$ cat src/rtl/eth_rst_pkg.sv
// eth_rst_pkg: state encodings, debug byte layout and width helpers for eth_rst_seq.
package eth_rst_pkg;

    typedef enum logic [2:0] {
        G_COLD = 3'd0,
        G_CORE = 3'd1,
        G_MAC  = 3'd2,
        G_AXIS = 3'd3,
        G_RUN  = 3'd4
    } g_state_e;

    typedef enum logic [1:0] {
        P_HOLD    = 2'd0,
        P_WAIT    = 2'd1,
        P_UP      = 2'd2,
        P_RECOVER = 2'd3
    } p_state_e;

    localparam int DBG_UP_LSB    = 0;
    localparam int DBG_STATE_LSB = 5;

    function automatic int clog2(input int v);
        int r = 0;
        while ((1 << r) < v) r++;
        return r;
    endfunction

    function automatic int max2(input int a, input int b);
        return (a > b) ? a : b;
    endfunction

endpackage

$ cat src/rtl/eth_rst_seq_if.sv
// eth_rst_seq_if: link inputs, debug select and reset/status outputs of eth_rst_seq.
interface eth_rst_seq_if #(
    parameter int NUM_PORTS = 2
);
    logic [NUM_PORTS-1:0] link_up;
    logic [2:0]           dbg_sel;
    logic                 core_rst;
    logic [NUM_PORTS-1:0] port_areset;
    logic [NUM_PORTS-1:0] port_rx_rst;
    logic [NUM_PORTS-1:0] port_tx_rst;
    logic                 user_rst;
    logic                 seq_done;
    logic [NUM_PORTS-1:0] port_up;
    logic [7:0]           debug;

    modport master (
        output link_up, dbg_sel,
        input  core_rst, port_areset, port_rx_rst, port_tx_rst, user_rst, seq_done, port_up, debug
    );

    modport slave (
        input  link_up, dbg_sel,
        output core_rst, port_areset, port_rx_rst, port_tx_rst, user_rst, seq_done, port_up, debug
    );
endinterface

$ cat src/rtl/eth_port_mon.sv
// eth_port_mon: per-port link synchroniser, supervision FSM and AXIS reset control.
// With ETH_RST_STATS_EN defined, also keeps a saturating count of recovery entries.
module eth_port_mon
    import eth_rst_pkg::*;
#(
    parameter int DOWN_FILTER    = 156,
    parameter int LOCK_TIMEOUT   = 1562500,
    parameter int RECOVER_CYCLES = 1024
) (
    input  logic       clk156,
    input  logic       sys_rst,
    input  logic       link_up,
    input  logic       go,
    output logic       port_up,
    output logic       axis_rst
`ifdef ETH_RST_STATS_EN
    ,
    output logic [7:0] stats
`endif
);
    localparam int TW = clog2(max2(max2(LOCK_TIMEOUT, RECOVER_CYCLES), DOWN_FILTER) + 1);

    p_state_e      p_q, p_next;
    logic [TW-1:0] t_q, t_next, t_inc;
    logic [1:0]    sync_q;
    logic          link;

    assign link  = sync_q[1];
    assign t_inc = (t_q == '1) ? t_q : t_q + TW'(1);

    // t_q counts lock wait, consecutive link-low cycles or recovery hold, depending on state
    always_comb begin
        p_next = p_q;
        t_next = t_inc;
        case (p_q)
            P_HOLD: begin
                t_next = '0;
                if (go) p_next = P_WAIT;
            end
            P_WAIT:
                if (link) begin
                    p_next = P_UP;
                    t_next = '0;
                end else if (t_q == TW'(LOCK_TIMEOUT - 1)) begin
                    p_next = P_RECOVER;
                    t_next = '0;
                end
            P_UP:
                if (link) t_next = '0;
                else if (t_q == TW'(DOWN_FILTER - 1)) begin
                    p_next = P_RECOVER;
                    t_next = '0;
                end
            default:
                if (t_q == TW'(RECOVER_CYCLES - 1)) begin
                    p_next = P_WAIT;
                    t_next = '0;
                end
        endcase
    end

    always_ff @(posedge clk156 or posedge sys_rst)
        if (sys_rst) begin
            p_q      <= P_HOLD;
            t_q      <= '0;
            sync_q   <= '0;
            port_up  <= 1'b0;
            axis_rst <= 1'b1;
        end else begin
            p_q      <= p_next;
            t_q      <= t_next;
            sync_q   <= {sync_q[0], link_up};
            port_up  <= p_next == P_UP;
            axis_rst <= (p_next == P_HOLD) || (p_next == P_RECOVER);
        end

`ifdef ETH_RST_STATS_EN
    always_ff @(posedge clk156 or posedge sys_rst)
        if (sys_rst) stats <= '0;
        else if (p_q != P_RECOVER && p_next == P_RECOVER && stats != 8'hFF) stats <= stats + 8'd1;
`endif

endmodule

$ cat src/rtl/eth_rst_seq.sv
// eth_rst_seq: staged Ethernet reset release plus per-port link supervision and AXIS recovery.
// ETH_RST_STATS_EN switches debug from state/port_up status to per-port recovery counters.
module eth_rst_seq
    import eth_rst_pkg::*;
#(
    parameter int NUM_PORTS      = 2,
    parameter int COLD_CYCLES    = 16383,
    parameter int STAGE_GAP      = 16,
    parameter int DOWN_FILTER    = 156,
    parameter int LOCK_TIMEOUT   = 1562500,
    parameter int RECOVER_CYCLES = 1024
) (
    input logic         clk156,
    input logic         sys_rst,
    eth_rst_seq_if.slave bus
);
    localparam int CW = clog2(max2(COLD_CYCLES, STAGE_GAP) + 1);

    g_state_e             g_q, g_next;
    logic [CW-1:0]        cnt_q, cnt_next;
    logic                 core_q, areset_q, user_q, done_q, go;
    logic [NUM_PORTS-1:0] up_q, axis_q;
    logic [7:0]           debug_q;

    // one shared down-counter paces every stage; G_RUN holds until sys_rst
    always_comb begin
        g_next   = g_q;
        cnt_next = (cnt_q == '0) ? cnt_q : cnt_q - CW'(1);
        if (cnt_q == '0 && g_q != G_RUN) begin
            g_next   = g_state_e'(g_q + 3'd1);
            cnt_next = CW'(STAGE_GAP - 1);
        end
    end

    always_ff @(posedge clk156 or posedge sys_rst)
        if (sys_rst) begin
            g_q      <= G_COLD;
            cnt_q    <= CW'(COLD_CYCLES - 1);
            core_q   <= 1'b1;
            areset_q <= 1'b1;
            user_q   <= 1'b1;
            done_q   <= 1'b0;
        end else begin
            g_q      <= g_next;
            cnt_q    <= cnt_next;
            core_q   <= g_next == G_COLD;
            areset_q <= (g_next == G_COLD) || (g_next == G_CORE);
            user_q   <= g_next != G_RUN;
            done_q   <= g_next == G_RUN;
        end

    assign go = (g_q == G_MAC) && (cnt_q == '0);

`ifdef ETH_RST_STATS_EN
    logic [7:0] stats [8];
    for (genvar i = NUM_PORTS; i < 8; i++) begin : g_pad
        assign stats[i] = '0;
    end
`endif

    for (genvar i = 0; i < NUM_PORTS; i++) begin : g_port
        eth_port_mon #(
            .DOWN_FILTER   (DOWN_FILTER),
            .LOCK_TIMEOUT  (LOCK_TIMEOUT),
            .RECOVER_CYCLES(RECOVER_CYCLES)
        ) u_mon (
            .clk156  (clk156),
            .sys_rst (sys_rst),
            .link_up (bus.link_up[i]),
            .go      (go),
            .port_up (up_q[i]),
            .axis_rst(axis_q[i])
`ifdef ETH_RST_STATS_EN
            ,
            .stats   (stats[i])
`endif
        );
    end

`ifdef ETH_RST_STATS_EN
    always_ff @(posedge clk156 or posedge sys_rst)
        if (sys_rst) debug_q <= '0;
        else debug_q <= stats[bus.dbg_sel];
`else
    logic [4:0] up5;
    assign up5 = 5'(up_q);
    always_ff @(posedge clk156 or posedge sys_rst)
        if (sys_rst) debug_q <= '0;
        else debug_q <= {g_q, up5[DBG_STATE_LSB-1:DBG_UP_LSB]};
`endif

    assign bus.core_rst    = core_q;
    assign bus.port_areset = {NUM_PORTS{areset_q}};
    assign bus.port_rx_rst = axis_q;
    assign bus.port_tx_rst = axis_q;
    assign bus.user_rst    = user_q;
    assign bus.seq_done    = done_q;
    assign bus.port_up     = up_q;
    assign bus.debug       = debug_q;

endmodule

$ cat src/flat_wrapper.sv
// flat-port wrapper written by rule: the top's interface ports become plain ports
module eth_rst_seq_flat import eth_rst_pkg::*;
#(
    parameter int NUM_PORTS      = 2,
    parameter int COLD_CYCLES    = 16383,
    parameter int STAGE_GAP      = 16,
    parameter int DOWN_FILTER    = 156,
    parameter int LOCK_TIMEOUT   = 1562500,
    parameter int RECOVER_CYCLES = 1024
)
  (clk156, sys_rst, bus_link_up, bus_dbg_sel, bus_core_rst, bus_port_areset, bus_port_rx_rst, bus_port_tx_rst, bus_user_rst, bus_seq_done, bus_port_up, bus_debug);
  eth_rst_seq_if #(.NUM_PORTS(NUM_PORTS)) bus_i ();
  input logic clk156;
  input logic sys_rst;
  input wire logic [$bits(bus_i.link_up)-1:0] bus_link_up;
  input wire logic [$bits(bus_i.dbg_sel)-1:0] bus_dbg_sel;
  output wire logic [$bits(bus_i.core_rst)-1:0] bus_core_rst;
  output wire logic [$bits(bus_i.port_areset)-1:0] bus_port_areset;
  output wire logic [$bits(bus_i.port_rx_rst)-1:0] bus_port_rx_rst;
  output wire logic [$bits(bus_i.port_tx_rst)-1:0] bus_port_tx_rst;
  output wire logic [$bits(bus_i.user_rst)-1:0] bus_user_rst;
  output wire logic [$bits(bus_i.seq_done)-1:0] bus_seq_done;
  output wire logic [$bits(bus_i.port_up)-1:0] bus_port_up;
  output wire logic [$bits(bus_i.debug)-1:0] bus_debug;
  assign bus_i.link_up = bus_link_up;
  assign bus_i.dbg_sel = bus_dbg_sel;
  assign bus_core_rst = bus_i.core_rst;
  assign bus_port_areset = bus_i.port_areset;
  assign bus_port_rx_rst = bus_i.port_rx_rst;
  assign bus_port_tx_rst = bus_i.port_tx_rst;
  assign bus_user_rst = bus_i.user_rst;
  assign bus_seq_done = bus_i.seq_done;
  assign bus_port_up = bus_i.port_up;
  assign bus_debug = bus_i.debug;
  eth_rst_seq #(.NUM_PORTS(NUM_PORTS), .COLD_CYCLES(COLD_CYCLES), .STAGE_GAP(STAGE_GAP), .DOWN_FILTER(DOWN_FILTER), .LOCK_TIMEOUT(LOCK_TIMEOUT), .RECOVER_CYCLES(RECOVER_CYCLES)) u_core (.clk156(clk156), .sys_rst(sys_rst), .bus(bus_i));
endmodule
$ cat config.mk
export PLATFORM = sky130hd
export DESIGN_NAME = eth_rst_seq_flat
export DESIGN_NICKNAME = d
export VERILOG_FILES = /design/src/rtl/eth_rst_pkg.sv /design/src/rtl/eth_rst_seq_if.sv /design/src/rtl/eth_port_mon.sv /design/src/rtl/eth_rst_seq.sv /design/src/flat_wrapper.sv
export SDC_FILE = /design/constraint.sdc
export NUM_CORES = 1
export LEC_CHECK = 0
export BUFFER_PORTS_ARGS = -buffer_cell sky130_fd_sc_hd__clkbuf_2
export CAP_MARGIN = 20
export CORE_AREA = 2 2 142 144
export DETAILED_ROUTE_END_ITERATION = 8
export DIE_AREA = 0 0 144 146
export GPL_TIMING_DRIVEN = 0
export HOLD_SLACK_MARGIN = 0.15
export PLACE_DENSITY = 0.46
export SLEW_MARGIN = 20
export SYNTH_ARGS = -nofsm -noshare
export SYNTH_HDL_FRONTEND = slang
export SYNTH_HIERARCHICAL = 1
export SYNTH_SLANG_ARGS = --single-unit
$ cat constraint.sdc
create_clock -name clk156 -period 3.4 [get_ports clk156]
set_input_delay 0.68 -clock clk156 [delete_from_list [all_inputs] [get_ports clk156]]
set_output_delay 0.68 -clock clk156 [all_outputs]
set_load 0.02 [all_outputs]
; ---- Word-level counts from Yosys, hierarchy flattened
; Cells that the tools add are included.
[op_classes]
addsub = 4
n_eq_ne = 22
muxes = 31
reduce_logical = 11
[op_table]
columns = op, count
row1 = two-way mux 21 bit, 12
row2 = case mux 21 bit (3 select lines), 2
row3 = "== test 21 bit, second input constant", 4
row4 = "adder 21 x 1 -> 21 bit, second input constant", 2
row5 = "== test 21 x 10 -> 1 bit, second input constant", 2
row6 = "== test 21 x 8 -> 1 bit, second input constant", 2
row7 = two-way mux 14 bit, 2
row8 = two-way mux 2 bit, 12
row9 = zero test 14 bit, 1
row10 = "subtractor 14 x 1 -> 14 bit, second input constant", 1
row11 = "== test 2 bit, second input constant", 6
row12 = case mux 2 bit (3 select lines), 2
row13 = zero test 2 bit, 4
row14 = "!= test 3 bit, second input constant", 2
row15 = "== test 2 x 1 -> 1 bit, second input constant", 2
row16 = "adder 3 x 1 -> 3 bit, second input constant", 1
row17 = "== test 3 x 1 -> 1 bit, second input constant", 1
row18 = "== test 3 x 2 -> 1 bit, second input constant", 1
row19 = "== test 3 bit, second input constant", 1
row20 = zero test 3 bit, 1
row21 = logical OR 1 bit, 3
row22 = two-way mux 3 bit, 1
row23 = logical AND 1 bit, 2
row24 = "!= test 2 x 1 -> 1 bit, second input constant", 1
[totals]
reg_bits = 80
inputBits = 7
out_inout_bits = 19
elab_cells = 85

; ---- Longest topological paths before layout
; Gate-level depths: netlist of run 1.
[logic_depth]
word_depth = 6
ltp_mapped = 8
mapped_depth_nobuf = 7

; ---- Modules after synthesis
; Netlist of run 1, hierarchy kept.
[modules_own_cells]
columns = mod, instances, cells_per_inst, area_each_um2, seq_area_each_um2
row1 = eth_port_mon, 2, 156, 1561.5, 676.9
row2 = eth_rst_seq, 1, 114, 1300.0, 670.6

; ---- Worst setup path after synthesis of run 1
; Ideal clock, no wire load.
[synth_timing]
kind = register -> register
startpoint = register u_core.cnt_q[0]
endpoint = register u_core.g_port[0].u_mon.axis_rst
arrival_ns = 2.392
slack_ns = 0.925
stages_incl_launch_ff = 9
path_cell_list = dfrtp_1 inv_1 ha_1 or3b_1 or4_4 buf_6 nor3b_2 a221oi_1 ha_1
[synth_between]
elab_chain_len = 6
word_cells_on_any_way = 7
[synth_rtl]
columns = item, line_no
row1 = start: declaration, eth_rst_seq.sv:20  ; logic [CW-1:0] cnt_q, cnt_next;
row2 = start signal: assignment, eth_rst_seq.sv:38  ; cnt_q <= CW'(COLD_CYCLES - 1);
row3 = start signal: assignment, eth_rst_seq.sv:45  ; cnt_q <= cnt_next;
row4 = zero test 14 bit (*), eth_rst_seq.sv:52  ; assign go = (g_q == G_MAC) && (cnt_q == '0);
row5 = logical AND 1 bit (*), eth_rst_seq.sv:52
row6 = net u_core.go, eth_rst_seq.sv:21  ; logic core_q, areset_q, user_q, done_q, go;
row7 = two-way mux 2 bit (*), eth_port_mon.sv:38  ; if (go) p_next = P_WAIT;
row8 = case mux 2 bit (3 select lines) (*), eth_port_mon.sv:35  ; case (p_q)
row9 = == test 2 bit or zero test 2 bit (tied branches), eth_port_mon.sv:74  ; axis_rst <= (p_next == P_HOLD) || (p_next == P_RECOVER);
row10 = logical OR 1 bit (*), eth_port_mon.sv:74
row11 = end signal: assignment, eth_port_mon.sv:74
row12 = end: declaration, eth_port_mon.sv:15  ; output logic axis_rst
; The timed path passes the listed nets; every way through them passes the cells marked *.
; A chain may end at the register's enable or synchronous reset.

; ---- Worst setup path in the final report of run 1
[layout_timing]
startpoint = register u_core.cnt_q[0]
endpoint = register u_core.g_port[1].u_mon.axis_rst
[layout_between]
elab_chain_len = 6
word_cells_on_any_way = 7
[layout_rtl]
columns = item, line_no
row1 = zero test 14 bit (*), eth_rst_seq.sv:52
row2 = logical AND 1 bit (*), eth_rst_seq.sv:52
row3 = net u_core.go, eth_rst_seq.sv:21
row4 = two-way mux 2 bit (*), eth_port_mon.sv:38
row5 = case mux 2 bit (3 select lines) (*), eth_port_mon.sv:35
row6 = == test 2 bit or zero test 2 bit (tied branches), eth_port_mon.sv:74
row7 = logical OR 1 bit (*), eth_port_mon.sv:74
row8 = end signal: assignment, eth_port_mon.sv:74
row9 = end: declaration, eth_port_mon.sv:15
; Marked as above.

==> run metrics, run 1 <==
initial core utilization=0.229; Simple-Gate Fraction of Synth Area=0.263; CTS tree=built; pin count of the biggest net entering global routing=28; DP Worst Slack=0.637 ns; reg2reg end=u_core/g_port[1].u_mon/axis_rst; Rel. slew slack=0.406; Slowest-stage cell, CP=or4_4; final setup violation count=0; commonest cells after routing, fill and taps aside=dfrtp_1 (62), nor2_1 (49), xnor2_1 (34), nand2_1 (32), nand3_1 (24); # DRC=0; Final min period=2.78 ns; CTS max path bufs=2; gr ovfl total=0; first-pass GRT wire length=16,000 um; Final Wtd Congestion=0.810; share of cells above drive strength 1=0.248; Crit Path Category=reg2reg; Worst EP arrival=3.03 ns; vias post-DR=3,204; clk root buf=clkbuf_16; vias in the first global route=3,192; Unique masters post-synth=60; hold path cells=0; number of CTS-inserted buffers=9; hold crit path type=reg2reg; number of cells after detailed placement=712; R2R setup slack=0.62 ns; Worst-Margin Slew=0.886 ns; synthesized flop and latch total=80; XOR/XNOR Fraction of Synth Area=0.0772; Die H=146 um; crit path launch type=register; post-CTS sizing=0; RSZ-0062 raised after global routing=no; core area=19,300 um^2; max_cap viols=0; setup TNS=0 ns; IO Pins=26; Worst Path Required=3.66 ns; Core Rows=51; ys flop type=dfrtp_1; Worst Setup End Kind=register; PD cells=516 nW/um^2; Nets=473; n_diodes=0; Mapped Avg Cell Area=10.4 um^2; post-synthesis mux area share=0.00679; critical path's largest stage delay=0.54 ns; port bufs=19; CP Max Fanout=10; most used cell along the critical path=ha_1; Routed Antenna Nets=0; status=complete, no violations; Total Wirelength=9190 um; Clock Sinks=80; post-synthesis compound-gate area fraction=0.119; Async S/R FF share, synth=1.00; cell count after synthesis=426; initial drt markers=197; hold_sp=u_core/g_port[1].u_mon/sync_q[0]; post-DP HPWL=6570 um; critical-path cell list=inv_1 > ha_1 > or3b_1 > or4_4 > buf_6 > nor3b_2 > a221oi_1 > ha_1; Peak VDD IR=246 uV; post-CTS setup buffer count=0; Die Width=144 um; PnR worst setup slack=0.623 ns; Vias/cell=4.40; Final Cycle Share=0.817; initial antenna violation count=1; Clock Skew=0.0111 ns; Syn. warnings=6; mean routed wirelength per cell=12.6 um; Pleak=2.09 nW; R2R Path Start=u_core/cnt_q[0]; adder-cell area share of the yosys netlist=0.0226; Hold Path End=u_core/g_port[1].u_mon/sync_q[1]; Cell Area, Synth=4420 um^2; sequential area share after synthesis=0.458; FF-to-FF path depth=8; area grow syn2layout=16.8%; clock-pin slew on the worst setup and hold paths=0.07 ns; Post-Layout Cell Count=728; htree depth=3; Post-synth EDFFs=0; largest family of logic cells by synthesized area=simple AND/OR/NAND/NOR gates; Max Freq=360 MHz; commonest non-fill, non-tap cell in the layout=dfrtp_1; final hold viol count=0; drt first pass iters=4; Total GRT Usage=0.0939; Clock Latency Late Sink=0.34 ns; CTS Hold Bufs=0; DIE AREA=21,000 um^2; Max Slew Vio Count=0
==> state kept, by name (all words and copies together) (netlist names) <==
signal	cells
u_core/g_q	3
u_core/g_port.u_mon/sync_q	4
u_core/cnt_q	14
u_core/g_port.u_mon/p_q	4
u_core/g_port.u_mon/t_q	42
u_core/bus.user_rst	1
u_core/bus.debug	5
u_core/bus.seq_done	1
u_core/g_port.u_mon/port_up	2
u_core/bus.core_rst	1
u_core/g_port.u_mon/axis_rst	2
u_core/areset_q	1
==> worst max-delay path, delay by kind of cell (launching register included) <==
family | cells | cell delay (ns)
and+or+nand+nor | 3 | 1.38
adders and majority gates | 2 | 0.54
buffers and inverters | 2 | 0.22
AOI/OAI and AO/OA | 1 | 0.14
DFF | 1 | 0.40
==> metrics by stage <==
step           power [W]  area [um^2]  utilization  hold WS (ns)
2_1_floorplan    0.00152         4430            -         0.331
3_3_place_gp     0.00167         4860        0.251         0.333
3_5_place_dp     0.00168         4860        0.251         0.335
4_1_cts          0.00272         5170        0.267         0.349
5_1_grt          0.00282         5170        0.267         0.368
6_report         0.00267         5170        0.267         0.348
==> where the power goes <==
part | switching [W] | leakage, nW | total (W) | internal, W
registers | 0.0000674 | 0.993 | 0.00111 | 0.00104
clock network | 0.000423 | 0.149 | 0.00101 | 0.000585
logic | 0.000342 | 0.950 | 0.000550 | 0.000208
total | 0.000832 | 2.09 | 0.00267 | 0.00184
==> synthesized netlist by cell type (5+ instances only) <==
master	n	area [um^2]
a211oi_2	5	62.6
nor4_1	7	43.8
dfrtp_1	62	1550
o21ai_0	6	30.0
nand4_1	10	62.6
dfstp_2	18	473
inv_1	11	41.3
nor3b_1	5	37.5
buf_4	9	67.6
nand3_1	24	120
nor3_1	15	75.1
nand2_1	32	120
a211oi_1	11	82.6
nor2_1	49	184
xnor2_1	34	298
xor2_1	5	43.8
buf_6	8	90.1
a21oi_1	20	100
ha_1	8	100
==> routing by layer <==
metal / up-vias / routed length (um) / GRT usage / part of all wire
li1: 1593 / - / - / -
met1: 1545 / 4470 / 0.129 / 0.49
met2: 52 / 4170 / 0.141 / 0.45
met3: 14 / 358 / 0.0181 / 0.039
met4: 0 / 185 / 0.0451 / 0.020
met5: - / 0 / 0 / 0
==> cells by family after synthesis <==
| logic type | count (synthesis) |
|---|---|
| simple gates | 192 |
| flops | 80 |
| compound gates | 68 |
| xor+xnor | 39 |
| buf+inv | 35 |
| fa+ha+maj | 8 |
| mux | 3 |
| other cells | 1 |
==> worst max-delay path by stage <==
stage                    startpoint                              end  slack, ns
finish              u_core/cnt_q[0]  u_core/g_port[1].u_mon/axis_rst       0.62
global route        u_core/cnt_q[0]  u_core/g_port[0].u_mon/axis_rst       0.49
CTS                 u_core/cnt_q[0]  u_core/g_port[0].u_mon/axis_rst       0.59
floorplan           u_core/cnt_q[0]  u_core/g_port[0].u_mon/axis_rst       0.92
global placement    u_core/cnt_q[0]  u_core/g_port[1].u_mon/axis_rst       0.58
detailed placement  u_core/cnt_q[0]  u_core/g_port[1].u_mon/axis_rst       0.64
==> cell type report <==
type / instances / area, um^2
fillers: 2006 / 14200
clock inverters: 7 / 83.8
flip-flops and latches: 80 / 2020
repair buffers: 19 / 95.1
multi-input cells: 313 / 2180
inverters: 11 / 41.3
well taps: 265 / 332
plain buffers: 24 / 189
clock buffers: 9 / 225
Power figures use the tool's default switching activity.
==> run 2, diff against run 1 <==
clock period = 2.75 ns   (was 3.4 ns; I/O delays follow)
==> run metrics, run 2 (synthesized netlist as in run 1, its figures left out) <==
status=complete, no violations; switching power=0.00103 W (+23%); Rel. slew slack=0.407 (+0.000912); CP bufs+invs=2 (unchanged); Worst Path Required=3.01 ns (-0.65 ns); vias in the first global route=3,192 (unchanged); post-DP HPWL=6570 um (unchanged); vias post-DR=3,217 (+0.41%); Most flops, register=u_core/g_port.u_mon/t_q; post-CTS setup buffer count=0 (unchanged); Logic pwr share=0.206 (about the same); max_cap viols=0 (unchanged); most used cell along the critical path=ha_1; clk root buf=clkbuf_16; commonest non-fill, non-tap cell in the layout=dfrtp_1; Vias/cell=4.42 (+0.41%); Core Rows=51 (unchanged); Die H=146 um (unchanged); drt first pass iters=4 (unchanged); mean routed wirelength per cell=12.6 um (+0.14%); Clock Latency Late Sink=0.34 ns (about the same); commonest cells after routing, fill and taps aside=dfrtp_1 (62), nor2_1 (49), xnor2_1 (34), nand2_1 (32), nand3_1 (24); htree depth=3 (unchanged); Max Slew Vio Count=0 (unchanged); Pleak=2.11 nW (+1.1%); Peak VDD IR=302 uV (+23%); Worst EP arrival=2.88 ns (-0.15 ns); sequential fraction of design power=0.416 (about the same); Worst-Margin Slew=0.884 ns (-0.00136 ns); Die Width=144 um (unchanged); Final Cycle Share=0.955 (+0.138); Sw Ratio=0.312 (-0.000316); area grow syn2layout=17.0%; CTS max path bufs=2 (unchanged); number of cells after detailed placement=712 (unchanged); Final min period=2.63 ns (-0.150 ns); Routed Antenna Nets=0 (unchanged); # DRC=0 (unchanged); pin count of the biggest net entering global routing=28 (unchanged); Final Wtd Congestion=0.810 (unchanged); Internal=0.00227 W (+24%); hold crit path type=in2async; CTS tree=built; first-pass GRT wire length=16,000 um (unchanged); Clock Skew=0.0113 ns (+0.000198 ns); CP Max Fanout=10 (unchanged); Total GRT Usage=0.0939 (unchanged); IO Pins=26 (unchanged); port bufs=19 (unchanged); Max Freq=381 MHz (+5.7%); RSZ-0062 raised after global routing=no; initial drt markers=203 (+3.0%); CTS Hold Bufs=0 (unchanged); final hold viol count=0 (unchanged); critical path's largest stage delay=0.51 ns (-0.03 ns); number of CTS-inserted buffers=9 (unchanged); share of cells above drive strength 1=0.251 (+0.00216); Crit Path Category=reg2reg; Post-Layout Cell Count=728 (unchanged); critical-path cell list=inv_1 > ha_1 > or3b_4 > or4_4 > buf_6 > nor3b_4 > a221oi_1 > ha_1; Nets=473 (unchanged); PD cells=637 nW/um^2 (+23%); clock-pin slew on the worst setup and hold paths=0.07 ns (about the same); core area=19,300 um^2 (unchanged); Clock Sinks=80 (unchanged); DIE AREA=21,000 um^2 (unchanged); Total Wirelength=9200 um (+0.14%); initial antenna violation count=1 (unchanged); Clk pwr share=0.378 (about the same); gr ovfl total=0 (unchanged); final setup violation count=0 (unchanged); setup TNS=0 ns (unchanged); n_diodes=0 (unchanged); Worst Setup End Kind=register; initial core utilization=0.229 (unchanged); max FFs per register=42 (unchanged); CP delay by family, top=simple AND/OR/NAND/NOR gates; crit path launch type=register; Slowest-stage cell, CP=or4_4
[run 2: power by group through the flow]
stage	logic [W]	registers, W	clock network (W)
3_3_place_gp	0.000676	0.00139	0
4_1_cts	0.000693	0.00137	0.00130
5_1_grt	0.000756	0.00139	0.00134
3_5_place_dp	0.000688	0.00139	0
6_report	0.000679	0.00137	0.00125
2_1_floorplan	0.000456	0.00143	0
[run 2: worst paths after layout]
kind / slack, ns / end / cells after the start / start
max reg2reg: 0.12 / u_core/g_port[1].u_mon/axis_rst / 8 / u_core/cnt_q[0]
max: 0.12 / u_core/g_port[1].u_mon/axis_rst / 8 / u_core/cnt_q[0]
min reg2reg: 0.35 / u_core/g_port[1].u_mon/sync_q[1] / 0 / u_core/g_port[1].u_mon/sync_q[0]
max in group asynchronous: 2.02 / u_core/bus.debug[1] / 2 / sys_rst
min in group clk156: 0.32 / u_core/g_port[0].u_mon/sync_q[0] / 1 / bus_link_up[0]
min: 0.29 / u_core/g_port[1].u_mon/t_q[11] / 2 / sys_rst
[run 2: what timing repair did]
item / 4_1_cts / 5_1_grt
gates resized for setup: 1 / 1
setup endpoints to repair: 3 / 4
pin swaps: 0 / 0
[run 2: area by class of cell]
cell class / instances / area, um^2
fillers: 2004 / 14200
multi-input cells: 313 / 2180
flip-flops and latches: 80 / 2020
well taps: 265 / 332
clock buffers: 9 / 225
plain buffers: 24 / 189
repair buffers: 19 / 95.1
clock inverters: 7 / 83.8
inverters: 11 / 41.3
[run 2: metal layers]
layer | up-vias | track usage | wire (um)
met3 | 21 | 0.0181 | 341
met1 | 1547 | 0.129 | 4480
met4 | 0 | 0.0451 | 235
met5 | - | 0 | 0
met2 | 57 | 0.141 | 4150
li1 | 1592 | - | -
[run 2: per-stage QoR]
step           setup slack, ns  power, W  cell area (um^2)  hold WS, ns  utilization
6_report                 0.123   0.00330              5170        0.292        0.268
4_1_cts                 0.0174   0.00336              5170        0.313        0.268
5_1_grt                0.00919   0.00348              5170        0.316        0.268
3_5_place_dp           -0.0133   0.00208              4860        0.335        0.251
3_3_place_gp           -0.0662   0.00206              4860        0.333        0.251
2_1_floorplan            0.275   0.00188              4430        0.331            -
